<file path="src/rtl/multicycle_seq_if.sv">
// Handshake/control bundle between the multicycle sequencer and its core.
// The slave side is the sequencer; the master side drives decode and memory status.
interface multicycle_seq_if;
   logic [5:0] opcode;
   logic [5:0] funct;
   logic       Zero;
   logic       mem_ready;
   logic       IRWr;
   logic       PCWr;
   logic [1:0] pc_src;
   logic       RegWr;
   logic       MemRd;
   logic       MemWr;
   logic [2:0] state;
   logic       instr_done;
   logic       illegal;
   logic       bus_err;

   modport master (
      output opcode, funct, Zero, mem_ready,
      input  IRWr, PCWr, pc_src, RegWr, MemRd, MemWr,
      input  state, instr_done, illegal, bus_err
   );

   modport slave (
      input  opcode, funct, Zero, mem_ready,
      output IRWr, PCWr, pc_src, RegWr, MemRd, MemWr,
      output state, instr_done, illegal, bus_err
   );
endinterface

</file>
<file path="src/rtl/multicycle_seq.sv">
// IF/ID/EX/MEM/WB sequencer for the multicycle MIPS core.
// Decides when IR/PC/regfile/memory enables fire and bounds MEM waits.
module multicycle_seq #(
   parameter int TIMEOUT = 16,
   parameter int CNT_W   = 5
) (
   input  logic            Clk,
   input  logic            Reset,
   multicycle_seq_if.slave bus
);

   typedef enum logic [2:0] {
      S_IF  = 3'd0,
      S_ID  = 3'd1,
      S_EX  = 3'd2,
      S_MEM = 3'd3,
      S_WB  = 3'd4
   } state_t;

   localparam logic [CNT_W-1:0] L_LAST = CNT_W'(TIMEOUT - 1);

   state_t           r_state;
   state_t           w_next;
   logic [CNT_W-1:0] r_cnt;
   logic [CNT_W-1:0] w_cnt_nxt;

   logic w_rtype, w_jr, w_itype, w_lw, w_sw;
   logic w_beq, w_j, w_jal, w_legal;

   logic       w_irwr, w_pcwr, w_regwr;
   logic       w_memrd, w_memwr, w_ill, w_berr;
   logic [1:0] w_src;

   assign w_rtype = (bus.opcode == 6'b000000) &&
                    (bus.funct != 6'b001000);
   assign w_jr    = (bus.opcode == 6'b000000) &&
                    (bus.funct == 6'b001000);
   assign w_itype = (bus.opcode[5:3] == 3'b001);
   assign w_lw    = (bus.opcode == 6'b100011);
   assign w_sw    = (bus.opcode == 6'b101011);
   assign w_beq   = (bus.opcode == 6'b000100);
   assign w_j     = (bus.opcode == 6'b000010);
   assign w_jal   = (bus.opcode == 6'b000011);
   assign w_legal = w_rtype | w_jr | w_itype | w_lw |
                    w_sw | w_beq | w_j | w_jal;

   always_ff @(posedge Clk or posedge Reset) begin
      if (Reset) begin
         r_state <= S_IF;
         r_cnt   <= '0;
      end else begin
         r_state <= w_next;
         r_cnt   <= w_cnt_nxt;
      end
   end

   always_comb begin
      w_next    = S_IF;
      w_cnt_nxt = r_cnt;
      w_irwr    = 1'b0;
      w_pcwr    = 1'b0;
      w_regwr   = 1'b0;
      w_memrd   = 1'b0;
      w_memwr   = 1'b0;
      w_ill     = 1'b0;
      w_berr    = 1'b0;
      w_src     = 2'b00;
      unique case (r_state)
         S_IF: begin
            w_irwr = 1'b1;
            w_next = S_ID;
         end
         S_ID: begin
            if (w_j || w_jal) begin
               w_pcwr  = 1'b1;
               w_src   = 2'b10;
               w_regwr = w_jal;
            end else if (!w_legal) begin
               w_ill  = 1'b1;
               w_pcwr = 1'b1;
            end else begin
               w_next = S_EX;
            end
         end
         S_EX: begin
            if (w_rtype || w_itype) begin
               w_next = S_WB;
            end else if (w_lw || w_sw) begin
               w_cnt_nxt = '0;
               w_next    = S_MEM;
            end else if (w_beq) begin
               w_pcwr = 1'b1;
               w_src  = bus.Zero ? 2'b01 : 2'b00;
            end else begin
               w_pcwr = 1'b1;
               w_src  = w_jr ? 2'b11 : 2'b00;
            end
         end
         S_MEM: begin
            w_memrd = w_lw;
            w_memwr = w_sw;
            // completion beats timeout when both land together
            if (bus.mem_ready) begin
               if (w_lw) w_next = S_WB;
               else      w_pcwr = 1'b1;
            end else if (r_cnt == L_LAST) begin
               w_berr = 1'b1;
               w_pcwr = 1'b1;
            end else begin
               w_cnt_nxt = r_cnt + 1'b1;
               w_next    = S_MEM;
            end
         end
         S_WB: begin
            w_regwr = 1'b1;
            w_pcwr  = 1'b1;
         end
         default: w_next = S_IF;
      endcase
      if (Reset) begin
         w_irwr  = 1'b0;
         w_pcwr  = 1'b0;
         w_regwr = 1'b0;
         w_memrd = 1'b0;
         w_memwr = 1'b0;
         w_ill   = 1'b0;
         w_berr  = 1'b0;
         w_src   = 2'b00;
      end
   end

   assign bus.IRWr       = w_irwr;
   assign bus.PCWr       = w_pcwr;
   assign bus.pc_src     = w_src;
   assign bus.RegWr      = w_regwr;
   assign bus.MemRd      = w_memrd;
   assign bus.MemWr      = w_memwr;
   assign bus.state      = Reset ? 3'd0 : r_state;
   assign bus.instr_done = w_pcwr;
   assign bus.illegal    = w_ill;
   assign bus.bus_err    = w_berr;

endmodule

</file>
<file path="src/flat_wrapper.sv">
// flat-port wrapper written by rule: the top's interface ports become plain ports
module multicycle_seq_flat 
#(
   parameter int TIMEOUT = 16,
   parameter int CNT_W   = 5
)
  (Clk, Reset, bus_opcode, bus_funct, bus_Zero, bus_mem_ready, bus_IRWr, bus_PCWr, bus_pc_src, bus_RegWr, bus_MemRd, bus_MemWr, bus_state, bus_instr_done, bus_illegal, bus_bus_err);
  multicycle_seq_if bus_i ();
  input  logic Clk;
  input  logic Reset;
  input wire logic [$bits(bus_i.opcode)-1:0] bus_opcode;
  input wire logic [$bits(bus_i.funct)-1:0] bus_funct;
  input wire logic [$bits(bus_i.Zero)-1:0] bus_Zero;
  input wire logic [$bits(bus_i.mem_ready)-1:0] bus_mem_ready;
  output wire logic [$bits(bus_i.IRWr)-1:0] bus_IRWr;
  output wire logic [$bits(bus_i.PCWr)-1:0] bus_PCWr;
  output wire logic [$bits(bus_i.pc_src)-1:0] bus_pc_src;
  output wire logic [$bits(bus_i.RegWr)-1:0] bus_RegWr;
  output wire logic [$bits(bus_i.MemRd)-1:0] bus_MemRd;
  output wire logic [$bits(bus_i.MemWr)-1:0] bus_MemWr;
  output wire logic [$bits(bus_i.state)-1:0] bus_state;
  output wire logic [$bits(bus_i.instr_done)-1:0] bus_instr_done;
  output wire logic [$bits(bus_i.illegal)-1:0] bus_illegal;
  output wire logic [$bits(bus_i.bus_err)-1:0] bus_bus_err;
  assign bus_i.opcode = bus_opcode;
  assign bus_i.funct = bus_funct;
  assign bus_i.Zero = bus_Zero;
  assign bus_i.mem_ready = bus_mem_ready;
  assign bus_IRWr = bus_i.IRWr;
  assign bus_PCWr = bus_i.PCWr;
  assign bus_pc_src = bus_i.pc_src;
  assign bus_RegWr = bus_i.RegWr;
  assign bus_MemRd = bus_i.MemRd;
  assign bus_MemWr = bus_i.MemWr;
  assign bus_state = bus_i.state;
  assign bus_instr_done = bus_i.instr_done;
  assign bus_illegal = bus_i.illegal;
  assign bus_bus_err = bus_i.bus_err;
  multicycle_seq #(.TIMEOUT(TIMEOUT), .CNT_W(CNT_W)) u_core (.Clk(Clk), .Reset(Reset), .bus(bus_i));
endmodule
</file>
<file path="config.mk">
export PLATFORM = sky130hd
export DESIGN_NAME = multicycle_seq_flat
export DESIGN_NICKNAME = d
export VERILOG_FILES = /design/src/rtl/multicycle_seq_if.sv /design/src/rtl/multicycle_seq.sv /design/src/flat_wrapper.sv
export SDC_FILE = /design/constraint.sdc
export NUM_CORES = 1
export LEC_CHECK = 0
export BUFFER_PORTS_ARGS = -buffer_cell sky130_fd_sc_hd__buf_4
export CAP_MARGIN = 20
export CORE_MARGIN = 1
export CORE_UTILIZATION = 46
export DETAILED_ROUTE_END_ITERATION = 7
export HOLD_SLACK_MARGIN = 0.05
export MAX_ROUTING_LAYER = met4
export PLACE_DENSITY_LB_ADDON = 0.2
export SLEW_MARGIN = 20
export SYNTH_ARGS = -nofsm -noshare
export SYNTH_HDL_FRONTEND = slang
export SYNTH_SLANG_ARGS = --single-unit
</file>
<file path="constraint.sdc">
create_clock -name Clk -period 2.35 [get_ports Clk]
set_input_delay 0 -clock Clk [delete_from_list [all_inputs] [get_ports Clk]]
set_output_delay 0 -clock Clk [all_outputs]
set_load 0.01 [all_outputs]
</file>
==> results of run 1 <==
[logic make-up after synthesis]
family	count (synthesis)
adders and majority gates	2
DFF	8
AOI/OAI and AO/OA	17
xor gates and xnor gates	2
muxes	1
buffers and inverters	8
and+or+nand+nor	51
[power breakdown]
part	switching, µW	leakage, µW	internal (µW)
Combinational	116	0.000311	125
Sequential	71.9	0.000104	185
Clock	43.5	0.0000138	58.2
Total	231	0.000429	369
[final cells by class]
| cell class | count | area, µm² |
|---|---|---|
| multi-input combinational | 73 | 449 |
| fill | 115 | 428 |
| sequential | 8 | 200 |
| tap | 15 | 18.8 |
| inverter | 3 | 11.3 |
| clock buffer | 3 | 22.5 |
| timing repair buffer | 29 | 220 |
[state kept, by name (all words and copies together), names as in the netlist]
register / flops
u_core.r_state: 3
u_core.r_cnt: 5
[Yosys cell counts, types with 2 or more instances]
cell	instances	area [µm²]
nor2_1	13	48.8
dfrtp_1	8	200
nand2_1	8	30.0
a21oi_1	5	25.0
nor3_1	5	25.0
a211o_1	3	26.3
inv_1	3	11.3
nand3b_1	3	22.5
nand4_1	3	18.8
nor2b_1	3	18.8
and3_1	2	12.5
buf_4	2	15.0
clkbuf_1	2	7.51
ha_1	2	25.0
nand3_1	2	10.0
nor4_1	2	12.5
nor4b_1	2	17.5
o21ai_0	2	10.0
o31ai_1	2	15.0
or3_1	2	12.5
xor2_1	2	17.5
[worst min path at each step]
stage                             start                           to  slack, ns
after global placement            Reset  u_core.r_state[1]$_DFF_PP0_       0.05
after floorplan           bus_mem_ready                  bus_bus_err       0.05
after detailed placement          Reset  u_core.r_state[0]$_DFF_PP0_       0.05
final                     bus_opcode[4]  u_core.r_cnt[3]$_DFFE_PP0P_       0.09
after CTS                 bus_opcode[4]  u_core.r_cnt[2]$_DFFE_PP0P_       0.09
after global routing      bus_opcode[4]  u_core.r_cnt[2]$_DFFE_PP0P_        0.1
[worst max-delay path, delay by kind of cell (launching register included)]
kind / cells / cell delay [ns]
and+or+nand+nor: 1 / 0.43
AOI/OAI and AO/OA: 3 / 0.82
DFF: 1 / 0.52
buffers and inverters: 1 / 0.15
[routing by layer]
metal  wire length [µm]  vias up  global-route usage
met3                 94        2              0.0543
met1                723      353               0.310
met5                  0        -                   -
met2                876       41               0.395
met4                 14        0               0.133
li1                   -      384                   -
[per-stage QoR]
step	power [µW]	hold slack [ns]	instances	area, µm²
floorplan	404	0.0530	89	694
global placement	490	0.0522	127	890
detailed placement	495	0.0532	127	890
CTS	600	0.0857	131	922
global route	652	0.0998	131	922
finish	600	0.0930	131	922
==> results_dict.tcl, run 1 <==
set metrics [dict create \
    post-route-util 0.683 \
    wl_per_cell_um 13.0 \
    drt_iter0_drc 12 \
    max_freq_ghz 0.462 \
    tightestPinTransition_ns 0.444 \
    mostFrequentLayoutCell "buf_4" \
    insertion_delay_ns 0.25 \
    synth_flop_cell "dfrtp_1" \
    synth_top_family_by_area "simple AND/OR/NAND/NOR gates" \
    powerDensity_mw_per_mm2 650 \
    die_w_um 40.9 \
    dieArea_mm2 0.00167 \
    syn_nets 107 \
    required_ns 2.35 \
    yosysWarnings 0 \
    synth_xor_xnor_area_share 0.0252 \
    post-route-min-period_ns 2.16 \
    final.setup.worst_slack_ns 0.186 \
    hp-class "in -> reg" \
    cp-start-kind "register" \
    grt_usage 0.256 \
    ys_seq_area_frac 0.288 \
    via_per_inst 5.95 \
    cts.sinks 8 \
    die_h_um 40.9 \
    cp-startpoint "u_core.r_state[0]$_DFF_PP0_" \
    synthSimpleGateAreaFrac 0.398 \
    crit_fanout 13 \
    cts_resized 0 \
    hold_viol 0 \
    boundaryPins 29 \
    numCtsBuffers 3 \
    wirelength_um 1710 \
    nets 136 \
    synth-compound-area-share 0.171 \
    cts-root-buf "clkbuf_4" \
    area_growth_pct 32.8 \
    setup_viol 0 \
    crit_slowest_cell "dfrtp_1" \
    async_flop_share 1.00 \
    maxCapViolations 0 \
    insertedDiodeCount 0 \
    worstSetupEndpointType "output port" \
    drc 0 \
    design.core.area_mm2 0.00135 \
    maxSlewHeadroom 0.701 \
    clock_skew_ns 0.00479 \
    synth_cell_types 34 \
    crit_type "reg -> out" \
    tns_ns 0 \
    synth_mux_area_frac 0.0162 \
    place_congestion 0.847 \
    ant_nets 0 \
    finalMaxSlewViolations 0 \
    finalCritPeriodShare 0.921 \
    r2r_setup_slack_ns 0.52 \
    arrival_ns 2.16 \
    place.port_buffers 28 \
    grt_pass1_wl_um 2700 \
    cts_setup_buffers 0 \
    mostFrequentLayoutCells "buf_4, nor2_1, nand2_1, dfrtp_1" \
    synth_edf_count 0 \
    pre_cts_ws_ns 0.483 \
    rows 13 \
    clk_path_buf_depth 2 \
    vias 780 \
    tritoncts "yes" \
    reg2regPathDepth 6 \
    syn_inst 89 \
    rsz0062_at_grt "no" \
    grt_overflow 0 \
    dp_hpwl_um 1310 \
    grt_max_degree 14 \
    netlist_area_um2 694 \
    r2r-start "u_core.r_cnt[0]$_DFFE_PP0P_" \
    crit_end "bus_PCWr" \
    firstDrtPassIters 4 \
    grt_pass1_vias 646 \
    synthAdderAreaFrac 0.0360 \
    avgSynthCellArea_um2 7.80 \
    start_util 0.514 \
    clk_pin_slew_worst_paths_ns 0.05 \
    holdPathStages 3 \
    status "completed" \
    antenna_found_initial 0 \
    reg2reg_to "u_core.r_cnt[1]$_DFFE_PP0P_" \
    hold_buffers 1 \
    critPathMaxStageDelay_ns 0.52 \
    vdd_ir_drop_max_uv 272 \
    critical_path.cell_chain "or3b_1, a211o_1, o31a_1, o2bb2ai_1, buf_4" \
    drive_gt1_frac 0.284 \
    ys_seq_elements 8 \
    cts_max_level 1 \
    total_leakage_power_uw 0.000429 \
]
(Power assumes the default switching activity.)
==> run 2: changes to the inputs <==
Settings changed: CORE_UTILIZATION 46 to 49, TNS_END_PERCENT set to 50.
Clock period 2.35 ns to 2.5 ns, I/O delays scaled along.
==> run 2 against run 1 <==
  * Largest cell class unchanged
  * Global-route usage down 0.21 points
  * Setup slack better by 0.16 ns
  * First-iteration DRC count up 140%
  * Clock power about the same
  * Combinational power down 6%
  * Final area unchanged
  * Critical path depth unchanged
  * Die area down 5.8%
  * Flip-flop and latch count unchanged
  * Largest power group unchanged
==> results_dict.tcl, run 2 (synthesis results as in run 1) <==
set metrics [dict create \
    status "completed" \
    biggestRegsByFlops "u_core.r_cnt: 5 flops, u_core.r_state: 3 flops" \
    design.core.area_mm2 0.00132 \
    dieArea_mm2 0.00157 \
    numCtsBuffers 3 \
    cts_setup_buffers 0 \
    postPlaceCellArea_um2 890 \
    drive_gt1_frac 0.284 \
    wirelength_um 1720 \
    place.port_buffers 28 \
    tns_ns 0 \
    crit_type "reg -> out" \
    grt_usage 0.254 \
    crit_fanout 13 \
    grt_overflow 0 \
    fin_area_um2 922 \
    insertedDiodeCount 0 \
    area_growth_pct 32.8 \
    required_ns 2.50 \
    worstSetupEndpointType "output port" \
    clk_path_buf_depth 2 \
    total_leakage_power_uw 0.000429 \
    finalCritPeriodShare 0.860 \
    grt_pass1_wl_um 2560 \
    cts_resized 0 \
    maxSlewHeadroom 0.696 \
    cts.sinks 8 \
    cts-root-buf "clkbuf_4" \
    tritoncts "yes" \
    clk_pin_slew_worst_paths_ns 0.06 \
    clock_skew_ns 0.00873 \
    dp_hpwl_um 1340 \
    vdd_ir_drop_max_uv 541 \
    grt_max_degree 14 \
    ant_nets 0 \
    firstDrtPassIters 4 \
    start_util 0.527 \
    arrival_ns 2.15 \
    top_register "u_core.r_cnt" \
    post-route-min-period_ns 2.15 \
    die_w_um 39.6 \
    max_freq_ghz 0.465 \
    powerDensity_mw_per_mm2 610 \
    nets 136 \
    vias 771 \
    cp-start-kind "register" \
    mostFrequentLayoutCells "buf_4, nor2_1, nand2_1, dfrtp_1" \
    antenna_found_initial 0 \
    via_per_inst 5.89 \
    setup_viol 0 \
    cts_max_level 1 \
    drc 0 \
    wl_per_cell_um 13.1 \
    finalMaxSlewViolations 0 \
    tightestPinTransition_ns 0.452 \
    hp-class "in -> reg" \
    boundaryPins 29 \
    die_h_um 39.6 \
    hold_viol 0 \
    drt_iter0_drc 29 \
    place_congestion 0.879 \
    hold_buffers 1 \
    largest_reg_flops 5 \
    maxCapViolations 0 \
    mostFrequentLayoutCell "buf_4" \
    rsz0062_at_grt "no" \
    grt_pass1_vias 626 \
    insertion_delay_ns 0.26 \
    fillCellCount 103 \
    rows 13 \
]
==> run 2: cell counts in the layout (fill, tap and decap cells not counted) <==
No cell type changed its count.
==> run 2: routing by layer <==
layer	up-vias	share of wire	global-route usage
met5	-	0	-
met1	344	0.44	0.334
met3	0	0.086	0.0852
li1	386	-	-
met4	0	0	0.0517
met2	41	0.48	0.377
==> run 2: layout make-up <==
type,count,area [µm²],area share
Clock buffer,3,22.5,0.0244
Timing Repair Buffer,29,220,0.239
Multi-Input combinational cell,73,449,0.487
Inverter,3,11.3,0.0122
Tap cell,15,18.8,0.0204
Sequential cell,8,200,0.217
==> run 2: final timing paths <==
| check | from | endpoint | slack (ns) | cells after the start |
|---|---|---|---|---|
| setup / recovery | u_core.r_state[0]$_DFF_PP0_ | bus_instr_done | 0.35 | 5 |
| hold / removal | bus_mem_ready | u_core.r_cnt[0]$_DFFE_PP0P_ | 0.08 | 3 |
| setup reg to reg | u_core.r_cnt[0]$_DFFE_PP0P_ | u_core.r_cnt[1]$_DFFE_PP0P_ | 0.59 | 6 |
| hold reg to reg | u_core.r_cnt[4]$_DFFE_PP0P_ | u_core.r_cnt[4]$_DFFE_PP0P_ | 0.48 | 2 |
| max in group asynchronous | Reset | u_core.r_state[1]$_DFF_PP0_ | 1.89 | 3 |
| min in group asynchronous | Reset | u_core.r_cnt[2]$_DFFE_PP0P_ | 0.34 | 3 |
==> run 2: through the flow <==
step / util / setup slack, ns / instances / total power (µW) / hold slack (ns)
2_1_floorplan: - / 0.621 / 89 / 380 / 0.0530
3_3_place_gp: 0.675 / 0.675 / 127 / 454 / 0.0540
3_5_place_dp: 0.675 / 0.617 / 127 / 465 / 0.0571
4_1_cts: 0.700 / 0.343 / 131 / 567 / 0.0748
5_1_grt: 0.700 / 0.192 / 131 / 621 / 0.104
6_report: 0.700 / 0.350 / 131 / 563 / 0.0757
==> run 2: where the power goes <==
group          total [µW]  internal (µW)  switching (µW)
sequential            238            174            63.8
combinational         226            117             109
clock                99.0           54.9            44.1
==> run 2: critical path, cell delays in order, from the launching register on <==
cell	delay, ns
dfrtp_1	0.50
or3b_1	0.42
a211o_1	0.33
o31a_1	0.29
o2bb2ai_1	0.21
buf_4	0.16
